File: src/rtl/memory_access_pkg.sv
// Shared encodings, widths and the write-back payload for the memory-access stage.
package memory_access_pkg;

  localparam int unsigned WORD_W  = 32;
  localparam int unsigned RDIST_W = 5;
  localparam int unsigned BYTE_W  = 8;
  localparam int unsigned INDEX_W = 26;
  localparam int unsigned CNT_W   = 3;

  typedef enum logic [1:0] {
    ST_IDLE      = 2'd0,
    ST_MEM_WAIT  = 2'd1,
    ST_UART_WAIT = 2'd2
  } state_e;

  typedef enum logic [1:0] {
    BR_COND = 2'b00,
    BR_J    = 2'b01,
    BR_JR   = 2'b10,
    BR_NONE = 2'b11
  } branch_e;

  typedef enum logic [1:0] {
    M2R_RESULT     = 2'b00,
    M2R_RESULT_ALT = 2'b01,
    M2R_PC1        = 2'b10,
    M2R_RESULT_HI  = 2'b11
  } memtoreg_e;

  typedef struct packed {
    logic               valid;
    logic               reg_write;
    logic               aorf;
    logic [RDIST_W-1:0] rdist;
    logic [WORD_W-1:0]  data;
  } wb_t;

endpackage

File: src/rtl/memory_access_branch_resolve.sv
// Combinational branch/jump resolution: decides whether fetch is redirected and where.
module memory_access_branch_resolve
  import memory_access_pkg::*;
#(
  parameter int unsigned INST_MEM_WIDTH = 2
) (
  input  logic [1:0]                i_Branch,
  input  logic                      i_distinct,
  input  logic [WORD_W-1:0]         i_result,
  input  logic [INST_MEM_WIDTH-1:0] i_pc2,
  input  logic [INDEX_W-1:0]        i_inst_index,
  output logic                      o_redirect_c,
  output logic [INST_MEM_WIDTH-1:0] o_redirect_pc_c
);

  // Only the low bits of the jump field address instruction memory.
  logic w_unused;
  assign w_unused = ^i_inst_index[INDEX_W-1:INST_MEM_WIDTH];

  always_comb begin
    o_redirect_c    = 1'b0;
    o_redirect_pc_c = '0;
    unique case (branch_e'(i_Branch))
      BR_COND: begin
        o_redirect_c    = (i_result == '0) ^ i_distinct;
        o_redirect_pc_c = i_pc2;
      end
      BR_J: begin
        o_redirect_c    = 1'b1;
        o_redirect_pc_c = i_inst_index[INST_MEM_WIDTH-1:0];
      end
      BR_JR: begin
        o_redirect_c    = 1'b1;
        o_redirect_pc_c = i_result[INST_MEM_WIDTH-1:0];
      end
      default: begin
        o_redirect_c    = 1'b0;
        o_redirect_pc_c = '0;
      end
    endcase
  end

endmodule

File: src/rtl/memory_access.sv
// Memory-access pipeline stage: data-memory load/store, UART receive read, branch
// resolution, and a registered write-back bundle; multi-cycle ops stall via a small FSM.
module memory_access
  import memory_access_pkg::*;
#(
  parameter int unsigned INST_MEM_WIDTH = 2,
  parameter int unsigned DATA_MEM_WIDTH = 10,
  parameter int unsigned MEM_LATENCY    = 2
) (
  input  logic                      i_CLK,
  input  logic                      i_reset,
  input  logic                      i_valid,
  input  logic                      i_distinct,
  input  logic                      i_AorF,
  input  logic                      i_RegWrite,
  input  logic                      i_MemWrite,
  input  logic                      i_MemRead,
  input  logic                      i_UARTtoReg,
  input  logic [1:0]                i_MemtoReg,
  input  logic [1:0]                i_Branch,
  input  logic [WORD_W-1:0]         i_register_data,
  input  logic [WORD_W-1:0]         i_result,
  input  logic [RDIST_W-1:0]        i_rdist,
  input  logic [INDEX_W-1:0]        i_inst_index,
  input  logic [INST_MEM_WIDTH-1:0] i_pc,
  input  logic [INST_MEM_WIDTH-1:0] i_pc1,
  input  logic [INST_MEM_WIDTH-1:0] i_pc2,
  output logic                      o_dmem_en,
  output logic                      o_dmem_we,
  output logic [DATA_MEM_WIDTH-1:0] o_dmem_addr,
  output logic [WORD_W-1:0]         o_dmem_wdata,
  input  logic [WORD_W-1:0]         i_dmem_rdata,
  input  logic                      i_uart_rx_valid,
  input  logic [BYTE_W-1:0]         i_uart_rx_data,
  output logic                      o_uart_rx_ready,
  output logic                      o_busy,
  output logic                      o_wb_valid,
  output logic                      o_wb_RegWrite,
  output logic                      o_wb_AorF,
  output logic [RDIST_W-1:0]        o_wb_rdist,
  output logic [WORD_W-1:0]         o_wb_data,
  output logic                      o_redirect,
  output logic [INST_MEM_WIDTH-1:0] o_redirect_pc,
  output logic                      o_overrun
);

  state_e                    r_state;
  logic [CNT_W-1:0]          r_cnt;
  wb_t                       r_wb;
  logic                      r_redirect;
  logic [INST_MEM_WIDTH-1:0] r_redirect_pc;
  logic                      r_overrun;

  state_e                    w_state_nxt;
  logic [CNT_W-1:0]          w_cnt_nxt;
  wb_t                       w_wb_nxt;
  logic                      w_redirect_nxt;
  logic [INST_MEM_WIDTH-1:0] w_redirect_pc_nxt;
  logic                      w_overrun_nxt;
  logic                      w_busy;
  logic                      w_accept;
  logic                      w_br_redirect;
  logic [INST_MEM_WIDTH-1:0] w_br_pc;
  logic [WORD_W-1:0]         w_alu_data;
  logic                      w_unused;

  assign w_unused   = ^i_pc;
  assign w_busy     = (r_state != ST_IDLE);
  assign w_accept   = i_valid & ~w_busy & ~i_reset;
  assign w_alu_data = (memtoreg_e'(i_MemtoReg) == M2R_PC1) ? WORD_W'(i_pc1) : i_result;

  memory_access_branch_resolve #(
    .INST_MEM_WIDTH (INST_MEM_WIDTH)
  ) u_branch_resolve (
    .i_Branch        (i_Branch),
    .i_distinct      (i_distinct),
    .i_result        (i_result),
    .i_pc2           (i_pc2),
    .i_inst_index    (i_inst_index),
    .o_redirect_c    (w_br_redirect),
    .o_redirect_pc_c (w_br_pc)
  );

  // Memory strobes are issued in the accept cycle itself; a store overrides a load.
  assign o_dmem_en       = w_accept & (i_MemWrite | i_MemRead);
  assign o_dmem_we       = w_accept & i_MemWrite;
  assign o_dmem_addr     = i_result[DATA_MEM_WIDTH+1:2];
  assign o_dmem_wdata    = i_register_data;
  assign o_uart_rx_ready = (r_state == ST_UART_WAIT) & ~i_reset;
  assign o_busy          = w_busy;

  always_ff @(posedge i_CLK) begin
    if (i_reset) begin
      r_state       <= ST_IDLE;
      r_cnt         <= '0;
      r_wb          <= '0;
      r_redirect    <= 1'b0;
      r_redirect_pc <= '0;
      r_overrun     <= 1'b0;
    end else begin
      r_state       <= w_state_nxt;
      r_cnt         <= w_cnt_nxt;
      r_wb          <= w_wb_nxt;
      r_redirect    <= w_redirect_nxt;
      r_redirect_pc <= w_redirect_pc_nxt;
      r_overrun     <= w_overrun_nxt;
    end
  end

  always_comb begin
    w_state_nxt       = r_state;
    w_cnt_nxt         = r_cnt;
    w_wb_nxt          = r_wb;
    w_wb_nxt.valid    = 1'b0;
    w_redirect_nxt    = 1'b0;
    w_redirect_pc_nxt = r_redirect_pc;
    w_overrun_nxt     = r_overrun | (i_valid & w_busy);
    unique case (r_state)
      ST_IDLE: begin
        if (i_valid) begin
          w_wb_nxt.reg_write = i_RegWrite & ~i_MemWrite;
          w_wb_nxt.aorf      = i_AorF;
          w_wb_nxt.rdist     = i_rdist;
          w_wb_nxt.data      = w_alu_data;
          w_redirect_nxt     = w_br_redirect;
          w_redirect_pc_nxt  = w_br_pc;
          if (i_MemWrite) begin
            w_wb_nxt.valid = 1'b1;
          end else if (i_MemRead) begin
            w_state_nxt = ST_MEM_WAIT;
            w_cnt_nxt   = CNT_W'(MEM_LATENCY - 1);
          end else if (i_UARTtoReg) begin
            w_state_nxt = ST_UART_WAIT;
          end else begin
            w_wb_nxt.valid = 1'b1;
          end
        end
      end
      ST_MEM_WAIT: begin
        if (r_cnt == '0) begin
          w_wb_nxt.data  = i_dmem_rdata;
          w_wb_nxt.valid = 1'b1;
          w_state_nxt    = ST_IDLE;
        end else begin
          w_cnt_nxt = r_cnt - CNT_W'(1);
        end
      end
      ST_UART_WAIT: begin
        if (i_uart_rx_valid) begin
          w_wb_nxt.data  = WORD_W'(i_uart_rx_data);
          w_wb_nxt.valid = 1'b1;
          w_state_nxt    = ST_IDLE;
        end
      end
      default: begin
        w_state_nxt = ST_IDLE;
      end
    endcase
  end

  assign o_wb_valid    = r_wb.valid;
  assign o_wb_RegWrite = r_wb.reg_write;
  assign o_wb_AorF     = r_wb.aorf;
  assign o_wb_rdist    = r_wb.rdist;
  assign o_wb_data     = r_wb.data;
  assign o_redirect    = r_redirect;
  assign o_redirect_pc = r_redirect_pc;
  assign o_overrun     = r_overrun;

endmodule

File: config.mk
export PLATFORM = sky130hd
export DESIGN_NAME = memory_access
export DESIGN_NICKNAME = d
export VERILOG_FILES = /design/src/rtl/memory_access_pkg.sv /design/src/rtl/memory_access_branch_resolve.sv /design/src/rtl/memory_access.sv
export SDC_FILE = /design/constraint.sdc
export NUM_CORES = 1
export LEC_CHECK = 0
export ABC_AREA = 0
export CAP_MARGIN = 20
export CORE_AREA = 2 2 95 97
export DETAILED_ROUTE_END_ITERATION = 12
export DIE_AREA = 0 0 97 99
export GPL_ROUTABILITY_DRIVEN = 1
export GPL_TIMING_DRIVEN = 0
export PLACE_DENSITY = 0.87
export SYNTH_ARGS = -nofsm -noshare
export SYNTH_HDL_FRONTEND = slang
export SYNTH_HIERARCHICAL = 1
export SYNTH_SLANG_ARGS = --single-unit
File: constraint.sdc
create_clock -name i_CLK -period 4.5 [get_ports i_CLK]
set_clock_uncertainty 0.1 [all_clocks]
set_input_delay 0.45 -clock i_CLK [delete_from_list [all_inputs] [get_ports i_CLK]]
set_output_delay 0.45 -clock i_CLK [all_outputs]
set_load 0.05 [all_outputs]
==> metrics.yaml, run 1 <==
p_per_area_nw_per_um2: 324
syn-num-nets: 505
tightest_slew_ns: 0.812
grt_max_degree: 15
portBuffers: 185
path_cells: "inv_1 > ha_1 > clkbuf_1 > nand2_1 > clkbuf_1 > nor3b_1 > clkdlybuf4s50_1"
place_congestion: 0.838
cts_tree: "built"
syn2layout_area_growth_pct: 68.6
max_cap_violations: 0
period_share: 0.736
p_total_w: 0.00167
wirelength_um: 10800
grt_usage: 0.217
cts_buffers: 5
yosysUniqueCellTypes: 37
route.detailed.drc: 0
grt_pass1_vias: 3424
syn_avg_cell_area_um2: 8.99
regArea_um2: 981
drive_above_1_share: 0.181
fmax_ghz: 0.302
critPathMaxFanout: 10
power_leakage_nw: 1.93
finalSetupViolCount: 0
hold_buffers: 0
ant_nets: 0
dieArea_um2: 9600
yosysWarnings: 6
cp_num_buf_inv: 4
overflow: 0
cts_resized: 0
post_drt_wl_per_cell_um: 16.9
clkSlewWorstSetupHoldPaths_ns: 0.09
antenna_found_initial: 0
finalCriticalPeriod_ns: 3.31
postCtsSetupRepairBufs: 0
grt_pass1_wl_um: 17000
rsz0062_at_grt: "false"
slew_headroom: 0.459
start_util: 0.356
drt_pass1_iterations: 4
multi_input_area_um2: 1590
drt-initial-drc-count: 96
htreeDepth: 2
critical_path_class: "reg -> out"
dp_cells: 632
seq_area_frac_synth: 0.322
endpoint_kind: "output pin"
root_buffer: "clkbuf_8"
fillerInstances: 740
fin_tns_setup_ns: 0
vdd_drop_max_uv: 200
crit_family: "buffers and inverters"
die_h_um: 99
timing.final.hold_violations: 0
rows: 34
ctsLongestPathBuffers: 2
vias: 3268
ys_seq_elements: 49
ys.flop_type: "dfxtp_1"
slowest_stage: "clkdlybuf4s50_1"
dpl.hpwl_um: 8880
hold_class: "reg -> reg"
synth_edf_count: 0
core_area_um2: 8550
synthArstFlopShare: 0
syn_inst: 339
cts_num_sinks: 49
finalMaxSlewViolations: 0
clkLatencyLatePin_ns: 0.30
n_antenna_cell: 0
nNetsFinal: 697
critPathMostFrequentCell: "clkbuf_1"
arrival_ns: 2.76
status: "finished, final reports clean"
die_x_um: 97
worstPathRequired_ns: 3.95
slowest_delay_ns: 0.83
hold_ws_ns: 0.358
netlist_area_um2: 3050
stdcell_count: 639
viasPerCell: 5.11
start_kind: "register"
ios: 245
power breakdown:
group / leakage, nW / switching, W / internal, W / total, W
clock: 0.0540 / 0.000147 / 0.000162 / 0.000309
combinational: 1.48 / 0.000511 / 0.000333 / 0.000843
sequential: 0.403 / 0.0000272 / 0.000488 / 0.000515
total: 1.93 / 0.000685 / 0.000982 / 0.00167
layout make-up:
cell class / instances / share of cell area
multi-input combinational: 215 / 0.309
clock inverter: 2 / 0.00682
sequential: 49 / 0.191
timing repair buffer: 185 / 0.360
tap: 108 / 0.0263
clock buffer: 5 / 0.0134
buffer: 67 / 0.0869
inverter: 8 / 0.00585
path summary, 6_finish.rpt:
path / from / to / slack (ns) / depth (start not counted)
max: r_state[0]$_SDFFE_PP0P_ / o_dmem_we / 1.19 / 7
min: o_wb_rdist[4]$_SDFFE_PP0P_ / o_wb_rdist[4]$_SDFFE_PP0P_ / 0.36 / 2
max reg2reg: r_state[0]$_SDFFE_PP0P_ / o_wb_data[23]$_SDFFE_PP0P_ / 1.98 / 8
min reg2reg: o_wb_rdist[4]$_SDFFE_PP0P_ / o_wb_rdist[4]$_SDFFE_PP0P_ / 0.36 / 2
layout by cell type, fill, tap and decap left out, types with 2 or more instances in the layout:
cell type and n:
o21ai_0 4, or3_1 2, nor3b_1 2, and2_1 2, a222oi_1 2, clkbuf_8 5
a22oi_1 33, buf_6 3, nand3b_1 2, nor2b_1 9, a21oi_1 16, a211oi_2 28
nor4_1 2, a22o_1 9, dfxtp_1 49, a21o_1 2, nand2_1 22, buf_4 45
ha_1 11, nor2_1 40, nand2b_1 4, nand4_1 3, clkdlybuf4s50_1 185, clkbuf_1 16
buf_2 3, nor4_2 5, a211oi_1 5, mux2_2 2, inv_1 8
flip-flops by register name (all words and copies together), names as in the netlist:
signal / cells
o_redirect: 1
o_wb_RegWrite: 1
o_wb_rdist: 5
o_wb_data: 32
o_wb_AorF: 1
o_redirect_pc: 2
r_state: 2
o_overrun: 1
r_cnt: 3
o_wb_valid: 1
metrics by stage:
| stage | util | setup slack (ns) | cell area, um^2 |
|---|---|---|---|
| after floorplan | - | 1.65 | 3050 |
| after global placement | 0.589 | 1.40 | 5030 |
| after detailed placement | 0.589 | 1.38 | 5030 |
| after CTS | 0.601 | 1.16 | 5140 |
| after global routing | 0.601 | 0.977 | 5140 |
| final | 0.601 | 1.19 | 5140 |
cells by family (layout without fill, tap and decap cells):
kind of cell	Yosys count	count (layout)	share of synthesized area
buffers and inverters	75	267	0.156
muxes	2	2	0.00739
DFF	49	49	0.322
AOI/OAI and AO/OA	104	104	0.299
and+or+nand+nor	98	98	0.170
adders and majority gates	11	11	0.0452
tightest hold or removal path, stage by stage, from the launching register on:
cell and delay (ns):
dfxtp_1 0.32, nand2_1 0.05, a21oi_1 0.05
Yosys cell counts, types with 8 or more instances:
cell	n	area, um^2
a21oi_1	16	80.1
clkbuf_1	16	60.1
a22o_1	9	78.8
a22oi_1	33	248
nor2_1	40	150
nor2b_1	9	56.3
inv_1	8	30.0
a211oi_2	28	350
nand2_1	22	82.6
dfxtp_1	49	981
ha_1	11	138
buf_4	45	338
per-layer routing:
metal	part of all wire	wire length [um]	vias up	GRT usage
li1	-	-	1565	-
met1	0.38	4140	1536	0.246
met2	0.52	5570	151	0.399
met3	0.079	853	16	0.0603
met4	0.021	223	0	0.0628
met5	0	0	-	0
Note: power is estimated with default switching activity, not from simulation.
==> inputs of run 2 (changes only) <==
CORE_AREA = default   (was 2 2 95 97)
CORE_ASPECT_RATIO = 2   (was default)
CORE_UTILIZATION = 30   (was default)
DIE_AREA = default   (was 0 0 97 99)
PLACE_DENSITY = 0.79   (was 0.87)
clock period = 2.7 ns   (was 4.5 ns; I/O delays follow)
==> metrics.yaml, run 2 (synthesized netlist as in run 1, its figures left out) <==
place_congestion: 0.851  # +1.6%
ios: 245  # unchanged
hold_end: "o_wb_RegWrite$_SDFFE_PP0P_"
drt_pass1_iterations: 4  # unchanged
post_drt_wl_per_cell_um: 17.0  # +0.49%
core_area_um2: 9830  # +15%
die_x_um: 73.3  # -24%
path_cells: "inv_1 > ha_2 > nand2_1 > clkbuf_1 > nor3b_1 > clkdlybuf4s15_2"
vdd_drop_max_uv: 327  # +64%
hold_depth: 2  # unchanged
arrival_ns: 2.11  # -0.65 ns
finalSetupViolCount: 0  # unchanged
finalCriticalPeriod_ns: 2.48
ant_nets: 0  # unchanged
final_common_cell: "clkdlybuf4s50_1"
viasPerCell: 5.00  # -2.2%
final_cell_mix: "clkdlybuf4s50_1 (182), dfxtp_1 (49), buf_4 (45)"
status: "finished, final reports clean"
r2r_start: "r_state[0]$_SDFFE_PP0P_"
timing.hold.worst.start: "o_wb_RegWrite$_SDFFE_PP0P_"
clkLatencyLatePin_ns: 0.29  # about the same
nNetsFinal: 696  # -0.14%
cts_num_sinks: 49  # unchanged
portBuffers: 185  # unchanged
slew_headroom: 0.481  # +0.0224
worstPathRequired_ns: 2.33  # -1.62 ns
period_share: 0.920
overflow: 0  # unchanged
critPathMaxFanout: 11  # +1
utilization: 0.531  # -0.0703
antenna_found_initial: 1  # +1
syn2layout_area_growth_pct: 71.1
drive_above_1_share: 0.192  # +0.0117
ctsLongestPathBuffers: 2  # unchanged
htreeDepth: 2  # unchanged
stdcell_count: 662  # +3.6%
dpl.hpwl_um: 9260  # +4.3%
hold_class: "reg -> reg"
drt-initial-drc-count: 87  # -9.4%
slowest_stage: "clkdlybuf4s15_2"
reg2reg_to: "o_wb_data[17]$_SDFFE_PP0P_"
postCtsSetupRepairBufs: 0  # unchanged
start_util: 0.310  # -0.0463
r2r_slack_ns: 0.23  # -1.75 ns
largest_reg_flops: 32  # unchanged
wirelength_um: 11200  # +4.1%
vias: 3310  # +1.3%
grt_usage: 0.209  # -0.00825
critical_path_class: "reg -> out"
cts_buffers: 5  # unchanged
endpoint_kind: "output pin"
route.detailed.drc: 0  # unchanged
rows: 51  # +50%
grt_pass1_wl_um: 16500  # -2.9%
dieArea_um2: 10600  # +10%
finalMaxSlewViolations: 0  # unchanged
clkSlewWorstSetupHoldPaths_ns: 0.07  # -0.02 ns
die_h_um: 145  # +46%
p_per_area_nw_per_um2: 557  # +72%
grt_max_degree: 15  # unchanged
timing.final.hold_violations: 0  # unchanged
n_antenna_cell: 0  # unchanged
dp_cells: 656  # +3.8%
fmax_ghz: 0.403
fillerInstances: 954  # +29%
max_cap_violations: 0  # unchanged
root_buffer: "clkbuf_16"
power_leakage_nw: 1.96  # +1.5%
start_kind: "register"
slowest_delay_ns: 0.40  # -0.43 ns
rsz0062_at_grt: "false"
grt_pass1_vias: 3349  # -2.2%
tightest_slew_ns: 0.778  # -0.0336 ns
reg2regPathDepth: 8  # unchanged
cts_tree: "built"
## run 2: worst max-delay path by stage
stage                            to                    start  slack, ns
final                     o_dmem_we  r_state[1]$_SDFFE_PP0P_       0.22
after global routing      o_dmem_we  r_state[1]$_SDFFE_PP0P_       0.03
after CTS                 o_dmem_we  r_state[0]$_SDFFE_PP0P_       0.05
after detailed placement  o_dmem_we  r_state[0]$_SDFFE_PP0P_      -0.17
after global placement    o_dmem_we  r_state[0]$_SDFFE_PP0P_      -0.13
after floorplan           o_dmem_we  r_state[0]$_SDFFE_PP0P_       0.03
## run 2: cell type report
| class | count | area [um^2] | share of cell area |
|---|---|---|---|
| timing repair buffer | 185 | 1850 | 0.355 |
| tap | 132 | 165 | 0.0317 |
| sequential | 49 | 981 | 0.188 |
| clock buffer | 6 | 139 | 0.0266 |
| inverter | 8 | 30.0 | 0.00576 |
| multi-input combinational | 215 | 1590 | 0.305 |
| buffer | 66 | 447 | 0.0857 |
| clock inverter | 1 | 7.51 | 0.00144 |
## run 2: worst max-delay path, delay by kind of cell (launching register included)
kind | cells | cell delay (ns)
and+or+nand+nor | 2 | 0.40
buffers and inverters | 3 | 0.77
adders and majority gates | 1 | 0.31
DFF | 1 | 0.35
## run 2: what timing repair did
| item | 4_1_cts | 5_1_grt |
|---|---|---|
| setup endpoints to repair | 3 | 4 |
| pin swaps | 0 | 0 |
| gates resized for setup | 9 | 7 |
| hold buffers | 0 | 0 |
## run 2: layer usage
layer | wire length [um] | up-vias | GRT usage
li1 | - | 1564 | -
met1 | 3720 | 1539 | 0.186
met2 | 6410 | 182 | 0.426
met3 | 785 | 23 | 0.0411
met4 | 299 | 2 | 0.0939
met5 | 13 | - | 0
## run 2: through the flow
| step | power [W] | instance area [um^2] | setup TNS (ns) | setup slack [ns] | hold slack [ns] |
|---|---|---|---|---|---|
| 3_5_place_dp | 0.00229 | 5060 | -0.325 | -0.175 | 0.348 |
| 5_1_grt | 0.00304 | 5210 | 0 | 0.0305 | 0.388 |
| 2_1_floorplan | 0.00177 | 3050 | 0 | 0.0302 | 0.306 |
| 6_report | 0.00291 | 5210 | 0 | 0.217 | 0.355 |
| 4_1_cts | 0.00294 | 5210 | 0 | 0.0499 | 0.357 |
| 3_3_place_gp | 0.00227 | 5060 | -0.261 | -0.131 | 0.340 |
## run 2: power breakdown
group / total [W] / internal, W / switching [W]
registers: 0.000862 / 0.000813 / 0.0000485
logic: 0.00141 / 0.000555 / 0.000852
clock network: 0.000636 / 0.000364 / 0.000272
total: 0.00291 / 0.00173 / 0.00117
==> inputs of run 3 (changes only) <==
CORE_UTILIZATION = 28   (was 30)
PLACE_DENSITY = 0.78   (was 0.79)
SYNTH_HIERARCHICAL = default   (was 1)
==> metrics.yaml, run 3 <==
core_area_um2: 9380  # -4.5%
r2r_start: "r_state[0]$_SDFFE_PP0P_"
die_x_um: 71.8  # -2.0%
path_cells: "inv_1 > ha_1 > buf_2 > nand2b_1 > nor2_1 > clkbuf_1 > a22oi_1 > a211oi_1"
cts_num_sinks: 49  # unchanged
hold_ws_ns: 0.360  # +0.00537 ns
critPathMaxFanout: 10  # -1
clkSlewWorstSetupHoldPaths_ns: 0.07  # about the same
dp_cells: 610  # -7.0%
finalCriticalPeriod_ns: 2.44  # -0.0465 ns
root_buffer: "clkbuf_16"
n_antenna_cell: 0  # unchanged
timing.final.hold_violations: 0  # unchanged
place_congestion: 0.868  # +2.0%
p_int_w: 0.00157  # -9.6%
period_share: 0.903  # -0.0172
critical_path_class: "reg -> reg"
start_util: 0.291  # -0.0195
overflow: 0  # unchanged
rsz0062_at_grt: "false"
largest_reg_flops: 32  # unchanged
viasPerCell: 5.13  # +2.7%
p_per_area_nw_per_um2: 510  # -8.5%
syn_inst: 321  # -5.3%
switching_share: 0.367  # -0.0365
slew_headroom: 0.578  # +0.0968
htreeDepth: 2  # unchanged
yosys.area.top_type: "dfxtp_1"
synthArstFlopShare: 0  # unchanged
synth_edf_count: 0  # unchanged
p_total_w: 0.00248  # -15%
clkLatencyLatePin_ns: 0.29  # about the same
synth_common_cells: "dfxtp_1 (49), buf_4 (42), nor2_1 (41)"
stdcell_count: 618  # -6.6%
grt_max_degree: 16  # +1
postCtsSetupRepairBufs: 0  # unchanged
tightest_slew_ns: 0.633  # -0.145 ns
max_cap_violations: 0  # unchanged
drt-initial-drc-count: 164  # +89%
grt_pass1_wl_um: 15900  # -4.1%
synth_top_area_share: 0.360  # +0.0378
post_drt_wl_per_cell_um: 17.0  # +0.43%
syn2layout_area_growth_pct: 78.0
pwr-share-seq: 0.331  # +0.034
endpoint_kind: "register"
grt_usage: 0.202  # -0.00669
pwr-share-clk: 0.262  # +0.043
wirelength_um: 10500  # -6.2%
final_common_cell: "clkdlybuf4s50_1"
syn-num-nets: 486  # -3.8%
cts_tree: "built"
status: "finished, final reports clean"
crit_family: "buffers and inverters"
yosysWarnings: 0  # -6
timing.hold.worst.start: "o_wb_rdist[1]$_SDFFE_PP0P_"
slowest_delay_ns: 0.42  # +0.02 ns
final_cell_mix: "clkdlybuf4s50_1 (182), dfxtp_1 (49), buf_4 (42)"
grt_pass1_vias: 3300  # -1.5%
vdd_drop_max_uv: 276  # -16%
power_leakage_nw: 1.89  # -3.6%
syn_avg_cell_area_um2: 8.49  # -5.5%
r2r_slack_ns: 0.26  # +0.03 ns
yosysMostFrequentCell: "dfxtp_1"
arrival_ns: 2.54  # +0.43 ns
die_h_um: 142  # -2.1%
netlist_area_um2: 2730  # -11%
ys_seq_elements: 49  # unchanged
drive_above_1_share: 0.121  # -0.0718
finalSetupViolCount: 0  # unchanged
yosysUniqueCellTypes: 34  # -8.1%
combPwrFrac: 0.407  # -0.077
utilization: 0.517  # -0.0134
ctsLongestPathBuffers: 2  # unchanged
antenna_found_initial: 0  # -1
ios: 245  # unchanged
hold_buffers: 0  # unchanged
portBuffers: 185  # unchanged
worstPathRequired_ns: 2.80  # +0.47 ns
cts_buffers: 5  # unchanged
drt_pass1_iterations: 4  # unchanged
cp_num_buf_inv: 3  # unchanged
seq_area_frac_synth: 0.360  # +0.0378
finalMaxSlewViolations: 0  # unchanged
fmax_ghz: 0.410  # +1.9%
ys.flop_type: "dfxtp_1"
route.detailed.drc: 0  # unchanged
vias: 3172  # -4.2%
nNetsFinal: 678  # -2.6%
rows: 50  # -2.0%
dpl.hpwl_um: 8740  # -5.6%
worstSetupStartpoint: "r_state[0]$_SDFFE_PP0P_"
ant_nets: 0  # unchanged
synth_area_leaders: "dfxtp_1 (36%), buf_4 (12%), a211oi_1 (8.5%)"
dieArea_um2: 10200  # -4.0%
p_sw_w: 0.000909  # -23%
start_kind: "register"
hold_class: "reg -> reg"
slowest_stage: "dfxtp_1"
run 3: cell count changes after synthesis, sizes merged, moves of 3 or more:
cell and change:
nand2 -7, nor3 +7, a21oi -4, nor2b -4
o21ai -4, a22oi -3
run 3: what timing repair did:
action / in CTS / in global routing
setup endpoints to repair: 2 / 3
gates cloned: 0 / 0
resized for setup: 2 / 7
pin swaps: 0 / 0
run 3: through the flow:
step,setup slack (ns),setup TNS [ns],instance area (um^2)
final,0.263,0,4850
after global routing,0.0780,0,4850
after CTS,0.0422,0,4860
after detailed placement,-0.0289,-0.0289,4710
after global placement,-0.0102,-0.0102,4710
after floorplan,0.222,0,2730
run 3: routing by layer:
layer / vias up / wire (um) / GRT usage
li1: 1516 / - / -
met1: 1455 / 3530 / 0.190
met2: 177 / 5890 / 0.399
met3: 24 / 752 / 0.0384
met4: 0 / 347 / 0.0980
met5: - / 0 / 0
run 3: power groups by stage:
stage	sequential, W	combinational (W)	clock (W)
global placement	0.000832	0.00100	0
detailed placement	0.000837	0.00101	0
floorplan	0.00104	0.000387	0
global route	0.000826	0.00106	0.000697
CTS	0.000820	0.00101	0.000664
finish	0.000820	0.00101	0.000649
run 3: final cells by class:
| class | count | area (um^2) |
|---|---|---|
| buffer | 65 | 410 |
| fill | 886 | 4530 |
| clock inverter | 2 | 13.8 |
| sequential | 49 | 981 |
| timing repair buffer | 185 | 1840 |
| tap | 104 | 130 |
| inverter | 8 | 30.0 |
| clock buffer | 6 | 139 |
| multi-input combinational | 199 | 1310 |
run 3: final timing paths:
kind,to,cells after the start
worst max register to register,o_wb_data[9]$_SDFFE_PP0P_,8
worst min-delay path,o_wb_rdist[1]$_SDFFE_PP0P_,2
worst max-delay path,o_wb_data[9]$_SDFFE_PP0P_,8
worst min register to register,o_wb_rdist[1]$_SDFFE_PP0P_,2
run 3: kinds of logic (layout without fill, tap and decap cells):
| group | after synthesis | in the layout | share of synthesized area |
|---|---|---|---|
| AOI/OAI and AO/OA | 94 | 94 | 0.259 |
| adders and majority gates | 10 | 10 | 0.0459 |
| buffers and inverters | 73 | 266 | 0.162 |
| DFF | 49 | 49 | 0.360 |
| muxes | 2 | 2 | 0.00734 |
| and+or+nand+nor | 93 | 93 | 0.166 |
run 3: tightest hold or removal path: cells and delay by family (launching register included):
kind               cells  cell delay [ns]
AOI/OAI and AO/OA      1             0.06
DFF                    1             0.31
and+or+nand+nor        1             0.05
